`src/rtl/arith_pkg.sv`:
```
// Shared constants and types for the arithmetic test fabric blocks.
// The divider widths mirror the 4x4 multiplier: 8-bit product, 4-bit factors.
package arith_pkg;

    localparam int DIVIDEND_W = 8;
    localparam int DIVISOR_W  = 4;
    localparam int ITER_CNT   = 8;
    localparam int CNT_W      = 3;

    localparam logic [DIVIDEND_W-1:0] DIV0_QUOTIENT = 8'hFF;

    typedef enum logic [1:0] {
        IDLE = 2'd0,
        RUN  = 2'd1,
        DONE = 2'd2
    } div_state_e;

endpackage

```
`src/rtl/divider_if.sv`:
```
// Request/result bundle between a divider client (master) and the divider (slave).
interface divider_if;
    import arith_pkg::*;

    // Handshake: start is sampled on the rising edge and accepted only when busy=0
    // (idle or in the done cycle); operands matter only in that accepting cycle.
    // busy is high for the iterations, then done pulses for one cycle with results
    // valid; results and div_by_zero hold until the next accepted start.
    logic                  start;
    logic [DIVIDEND_W-1:0] dividend;
    logic [DIVISOR_W-1:0]  divisor;
    logic [DIVIDEND_W-1:0] quotient;
    logic [DIVISOR_W-1:0]  remainder;
    logic                  busy;
    logic                  done;
    logic                  div_by_zero;

    modport master (
        output start, dividend, divisor,
        input  quotient, remainder, busy, done, div_by_zero
    );

    modport slave (
        input  start, dividend, divisor,
        output quotient, remainder, busy, done, div_by_zero
    );

endinterface

```
`src/rtl/divider_addition.sv`:
```
// Existing 4-bit ripple-carry adder, reused by the divider for its trial subtract.
module addition (
    input  logic [3:0] A,
    input  logic [3:0] B,
    input  logic       CarryIN,
    output logic [3:0] Sum,
    output logic       CarryOUT,
    output logic       overflow
);

    logic [4:0] carry;

    assign carry[0] = CarryIN;

    for (genvar i = 0; i < 4; i++) begin : g_bit
        assign Sum[i]     = A[i] ^ B[i] ^ carry[i];
        assign carry[i+1] = (A[i] & B[i]) | (carry[i] & (A[i] ^ B[i]));
    end

    assign CarryOUT = carry[4];
    // Signed overflow: carry into the sign bit differs from carry out of it.
    assign overflow = carry[4] ^ carry[3];

endmodule

```
`src/rtl/divider.sv`:
```
// Sequential 8-by-4 unsigned restoring divider, one quotient bit per clock.
// Zero divisors short-circuit straight to the done cycle with a saturated quotient.
module divider
    import arith_pkg::*;
(
    input  logic       clk,
    input  logic       rst_n,
    divider_if.slave   bus,
    output div_state_e dbg_state
);

    div_state_e state;
    div_state_e state_nxt;

    logic [CNT_W-1:0]      cnt;
    logic [DIVIDEND_W-1:0] q_work;
    logic [DIVIDEND_W-1:0] q_next;
    logic [DIVIDEND_W-1:0] quo_r;
    logic [DIVISOR_W:0]    r_work;
    logic [DIVISOR_W:0]    r_next;
    logic [DIVISOR_W:0]    p;
    logic [DIVISOR_W-1:0]  b_q;
    logic [DIVISOR_W-1:0]  b_inv;
    logic [DIVISOR_W-1:0]  t;
    logic [DIVISOR_W-1:0]  rem_r;
    logic                  dbz_r;
    logic                  carry;
    logic                  take;
    logic                  accept;
    logic                  div_zero;
    logic                  ovf_unused;

    assign div_zero = (bus.divisor == '0);
    // The done cycle is not busy, so back-to-back requests are taken there.
    assign accept   = bus.start && (state != RUN);

    always_ff @(posedge clk or negedge rst_n) begin
        if (!rst_n) begin
            state <= IDLE;
        end else begin
            state <= state_nxt;
        end
    end

    always_comb begin
        state_nxt = state;
        case (state)
            IDLE: begin
                if (accept) begin
                    state_nxt = div_zero ? DONE : RUN;
                end
            end
            RUN: begin
                if (cnt == '0) begin
                    state_nxt = DONE;
                end
            end
            DONE: begin
                if (accept) begin
                    state_nxt = div_zero ? DONE : RUN;
                end else begin
                    state_nxt = IDLE;
                end
            end
            default: state_nxt = IDLE;
        endcase
    end

    // Shift the next dividend bit into the partial remainder, then trial-subtract B.
    assign p     = {r_work[DIVISOR_W-1:0], q_work[DIVIDEND_W-1]};
    assign b_inv = ~b_q;

    addition u_sub (
        .A        (p[DIVISOR_W-1:0]),
        .B        (b_inv),
        .CarryIN  (1'b1),
        .Sum      (t),
        .CarryOUT (carry),
        .overflow (ovf_unused)
    );

    // A set P[4] means P >= 16 > B, so the subtract always fits in that case.
    assign take   = p[DIVISOR_W] | carry;
    assign q_next = {q_work[DIVIDEND_W-2:0], take};
    assign r_next = take ? {1'b0, t} : p;

    always_ff @(posedge clk or negedge rst_n) begin
        if (!rst_n) begin
            cnt    <= '0;
            q_work <= '0;
            r_work <= '0;
            b_q    <= '0;
            quo_r  <= '0;
            rem_r  <= '0;
            dbz_r  <= 1'b0;
        end else if (accept) begin
            if (div_zero) begin
                quo_r <= DIV0_QUOTIENT;
                rem_r <= bus.dividend[DIVISOR_W-1:0];
                dbz_r <= 1'b1;
            end else begin
                q_work <= bus.dividend;
                r_work <= '0;
                b_q    <= bus.divisor;
                cnt    <= CNT_W'(ITER_CNT - 1);
                quo_r  <= '0;
                rem_r  <= '0;
                dbz_r  <= 1'b0;
            end
        end else if (state == RUN) begin
            q_work <= q_next;
            r_work <= r_next;
            cnt    <= cnt - 1'b1;
            if (cnt == '0) begin
                quo_r <= q_next;
                rem_r <= r_next[DIVISOR_W-1:0];
            end
        end
    end

    assign bus.quotient    = quo_r;
    assign bus.remainder   = rem_r;
    assign bus.div_by_zero = dbz_r;
    assign bus.busy        = (state == RUN);
    assign bus.done        = (state == DONE);
    assign dbg_state       = state;

endmodule

```
`src/flat_wrapper.sv`:
```
// flat-port wrapper written by rule: the top's interface ports become plain ports
module divider_flat import arith_pkg::*;
  (clk, rst_n, dbg_state, bus_start, bus_dividend, bus_divisor, bus_quotient, bus_remainder, bus_busy, bus_done, bus_div_by_zero);
  divider_if bus_i ();
  input  logic clk;
  input  logic rst_n;
  output div_state_e dbg_state;
  input wire logic [$bits(bus_i.start)-1:0] bus_start;
  input wire logic [$bits(bus_i.dividend)-1:0] bus_dividend;
  input wire logic [$bits(bus_i.divisor)-1:0] bus_divisor;
  output wire logic [$bits(bus_i.quotient)-1:0] bus_quotient;
  output wire logic [$bits(bus_i.remainder)-1:0] bus_remainder;
  output wire logic [$bits(bus_i.busy)-1:0] bus_busy;
  output wire logic [$bits(bus_i.done)-1:0] bus_done;
  output wire logic [$bits(bus_i.div_by_zero)-1:0] bus_div_by_zero;
  assign bus_i.start = bus_start;
  assign bus_i.dividend = bus_dividend;
  assign bus_i.divisor = bus_divisor;
  assign bus_quotient = bus_i.quotient;
  assign bus_remainder = bus_i.remainder;
  assign bus_busy = bus_i.busy;
  assign bus_done = bus_i.done;
  assign bus_div_by_zero = bus_i.div_by_zero;
  divider u_core (.clk(clk), .rst_n(rst_n), .bus(bus_i), .dbg_state(dbg_state));
endmodule
```
`config.mk`:
```
export PLATFORM = sky130hd
export DESIGN_NAME = divider_flat
export DESIGN_NICKNAME = d
export VERILOG_FILES = /design/src/rtl/arith_pkg.sv /design/src/rtl/divider_if.sv /design/src/rtl/divider_addition.sv /design/src/rtl/divider.sv /design/src/flat_wrapper.sv
export SDC_FILE = /design/constraint.sdc
export NUM_CORES = 1
export LEC_CHECK = 0
export CORE_ASPECT_RATIO = 0.7
export CORE_MARGIN = 4
export CORE_UTILIZATION = 30
export CTS_BUF_LIST = sky130_fd_sc_hd__clkbuf_16
export DETAILED_ROUTE_END_ITERATION = 6
export HOLD_SLACK_MARGIN = 0.1
export PLACE_DENSITY = 0.61
export SLEW_MARGIN = 0
export SYNTH_ARGS = -nofsm -noshare
export SYNTH_HDL_FRONTEND = slang
export SYNTH_SLANG_ARGS = --single-unit
```
`constraint.sdc`:
```
create_clock -name clk -period 2.6 [get_ports clk]
set_input_delay 0.52 -clock clk [delete_from_list [all_inputs] [get_ports clk]]
set_output_delay 0.52 -clock clk [all_outputs]
set_load 0.05 [all_outputs]
```
==> run summary <==
- 0 ns — sum of negative setup slack
- 2 — CTS H-Tree Depth
- 2070 µm² — cell area after placement
- 0.963 nW — leakage power
- 2680 µm — HPWL reported at the end of detailed placement
- 70.3 µm — Die H
- 0 — final number of setup-violating endpoints
- 51.2% — sequential cell area fraction in the yosys report
- 0.0784 ns — Setup Slack @ Placement
- 86 — DRC violation total after the first TritonRoute iteration
- 0 — number of antenna violations at the first check in global routing
- 0 — leftover overflow at the end of global routing
- flop to flop — classification of the worst-slack hold path
- 13.0% — share of post-route cells with drive strength above 1
- 11.2 µm² — average cell area after synthesis
- 1660 µm² — post-synth design cell area
- 0 — Warnings, synthesis
- finished, final reports clean — result of the run
- 2.79 ns — required time at the worst-slack endpoint
- 781 µV — Worst VDD drop
- sky130_fd_sc_hd__dfrtp_1 — cell type contributing the most total cell area after synthesis
- false — RSZ-0062 raised after global routing
- done — CTS tree
- 2.45 ns — final critical delay including setup and external delays
- 15.1 µm — average detailed-routed wire length per instance
- 0 — antenna-violating nets left
- 2.64 ns — Critical Path AT
- 32 — total I/O pin count
- 1293 — vias in the first global route
- 0.28 ns — insertion delay of the later-clocked pin in the worst-skew pair
- 97.0 µm — die span in x
- 0 — number of hold violations in the final report
- 12.5% — global router's overall resource usage
- 2 — maximum root-to-sink buffer count
- 4 — CP Max Fanout
- 51.2% — portion of synthesized cell area occupied by the leading cell type
- 0 — Final Slew Violations
- 4 — first-pass iteration count of the detailed router
- 34 — number of distinct library cell variants in the gate-level netlist after synthesis
- 65.7% — tightest slew margin relative to the limit
- 0 — n_diodes
- 0.149 ns — PnR worst setup slack
- sky130_fd_sc_hd__dfrtp_1, sky130_fd_sc_hd__a21oi_1, sky130_fd_sc_hd__nand2_1 — most used standard cells in the synthesized netlist
- 31.3% — initial core utilization
- 94.3% — share of the clock period used by the worst path after layout
- 6810 µm² — die area
- 170 — number of nets produced by synthesis
- 5310 µm² — core area
- sky130_fd_sc_hd__dfrtp_1, sky130_fd_sc_hd__a21oi_1, sky130_fd_sc_hd__o221a_1, sky130_fd_sc_hd__fa_1, sky130_fd_sc_hd__mux2_1 — most area-consuming cells after synthesis
- 31 — # port buffers
- 34 — Sinks on Clock Net
- 508 — count of filler cells inserted in the layout
- 408 MHz — Max Freq
- 0.05 ns — clk slew on worst S/H paths
- sky130_fd_sc_hd__clkbuf_16 — root buffer cell
- 35 — maximum number of pins on one net before global-route repair
- 3.32 mW — overall power
- flop — sort of element at the end of the critical path
- 3890 µm — Total Routed Length
- 0 — count of buffers added by post-CTS timing repair for setup
- 0.15 ns — setup slack on the worst flop-to-flop path
- 100% — Synth async-reset ratio
- 0.512 ns — slew of the pin with the lowest slew margin
- 1261 — vias
- 6600 µm — wire length of the first global-routing pass
- 1490 nW/µm² — PwrDens
- sky130_fd_sc_hd__dfrtp_1 — most numerous cell in the Yosys netlist
- flop to flop — Crit Path Category
- 0.480 ns — worst hold slack across all endpoints
- 0 — Maximum Capacitance Violations
- 5 — cts bufs inserted
- 0 — Remaining DRCs
- sky130_fd_sc_hd__dfrtp_1 — most used flip-flop cell after synthesis
- 0.00368 ns — clock skew
- 205 — # nets final
- flop — critical path launch point type
- 34.0% — Layout area overhead
- 22 — # rows
- 4.91 — routed via count divided by cell count
- 0.897 — weighted congestion reported at the end of routability-driven placement
- 34 — Seq cells post-synth
- 2230 µm² — fin area
- 149 — synthesized netlist cell count
- 0 — number of enable-type register cells in the synthesized netlist
==> area by class of cell <==
cell class	count	area, µm²	area share, %
inverters	10	37.5	1.69
flip-flops and latches	34	851	38.2
clock buffers	5	125	5.62
multi-input cells	95	737	33.1
clock inverters	3	12.5	0.562
well taps	72	90.1	4.05
repair buffers	38	373	16.8
==> cells by family (layout without fill, tap and decap cells) <==
group / Yosys count / after routing / synth area share, %
flops: 34 / 34 / 51.2
mux: 9 / 9 / 6.48
fa+ha+maj: 6 / 6 / 5.87
compound gates: 45 / 45 / 19.4
simple gates: 35 / 35 / 11.4
buf+inv: 20 / 56 / 5.57
==> placed cells by master (no fill, tap or decap), types with 2 or more instances in the layout <==
cell type                         count
sky130_fd_sc_hd__nand2_1             15
sky130_fd_sc_hd__inv_1               11
sky130_fd_sc_hd__o221a_1              7
sky130_fd_sc_hd__mux2_1               4
sky130_fd_sc_hd__clkdlybuf4s50_1     30
sky130_fd_sc_hd__clkbuf_16            5
sky130_fd_sc_hd__a221oi_2             3
sky130_fd_sc_hd__nor2b_1              2
sky130_fd_sc_hd__mux2_2               2
sky130_fd_sc_hd__mux2_4               2
sky130_fd_sc_hd__nand3_1              4
sky130_fd_sc_hd__ha_1                 3
sky130_fd_sc_hd__dfrtp_1             34
sky130_fd_sc_hd__fa_1                 3
sky130_fd_sc_hd__o21ai_1              4
sky130_fd_sc_hd__o21ai_0              4
sky130_fd_sc_hd__nor2_1               7
sky130_fd_sc_hd__a211oi_1             4
sky130_fd_sc_hd__buf_4                7
sky130_fd_sc_hd__a21oi_1             16
==> registers in the layout, summed over array words and instances, names as in the netlist <==
register and count:
u_core.b_q 4, u_core.bus.div_by_zero 1, u_core.bus.quotient 8, u_core.bus.remainder 4, u_core.cnt 3, u_core.dbg_state 2
u_core.q_work 8, u_core.r_work 4
==> worst max-delay path: stages, from the launching register on <==
cell and delay (ns):
sky130_fd_sc_hd__dfrtp_1 0.35, sky130_fd_sc_hd__inv_1 0.06, sky130_fd_sc_hd__ha_1 0.19, sky130_fd_sc_hd__fa_1 0.36, sky130_fd_sc_hd__inv_1 0.07, sky130_fd_sc_hd__fa_1 0.15, sky130_fd_sc_hd__inv_1 0.05, sky130_fd_sc_hd__fa_1 0.34
sky130_fd_sc_hd__nor2b_1 0.18, sky130_fd_sc_hd__mux2_1 0.35, sky130_fd_sc_hd__a221oi_2 0.26
==> per-stage QoR <==
step                utilization [%]  std cells
floorplan                         -        149
global placement               39.0        249
detailed placement             39.0        249
CTS                            41.5        257
global route                   41.9        257
finish                         41.9        257
==> power breakdown <==
group	leakage [nW]	internal, mW	switching (mW)
combinational	0.490	0.721	1.07
sequential	0.401	0.803	0.179
clock	0.0724	0.345	0.204
total	0.963	1.87	1.45
==> routing by layer <==
| metal | wire, µm | track usage, % | share of wire, % |
|---|---|---|---|
| met5 | 0 | 0 | 0 |
| met4 | 70 | 3.74 | 1.8 |
| met3 | 229 | 5.89 | 5.9 |
| met2 | 1650 | 15.9 | 42 |
| met1 | 1940 | 18.2 | 50 |
==> worst paths after layout <==
| check | startpoint | endpoint | cells past startpoint |
|---|---|---|---|
| max | u_core.q_work[7]$_DFFE_PN0P_ | u_core.bus.remainder[1]$_DFFE_PN0P_ | 10 |
| max reg2reg | u_core.q_work[7]$_DFFE_PN0P_ | u_core.bus.remainder[1]$_DFFE_PN0P_ | 10 |
| min | u_core.cnt[0]$_DFFE_PN0P_ | u_core.cnt[0]$_DFFE_PN0P_ | 1 |
| min reg2reg | u_core.cnt[0]$_DFFE_PN0P_ | u_core.cnt[0]$_DFFE_PN0P_ | 1 |
| min in group asynchronous | rst_n | u_core.b_q[2]$_DFFE_PN0N_ | 2 |
| max in group asynchronous | rst_n | u_core.b_q[3]$_DFFE_PN0N_ | 2 |
==> timing repair <==
item                       CTS  global route
gates resized for setup      0             4
hold endpoints to repair     0             0
hold buffers                 0             0
setup endpoints to repair    0             3
Power figures use the tool's default switching activity.
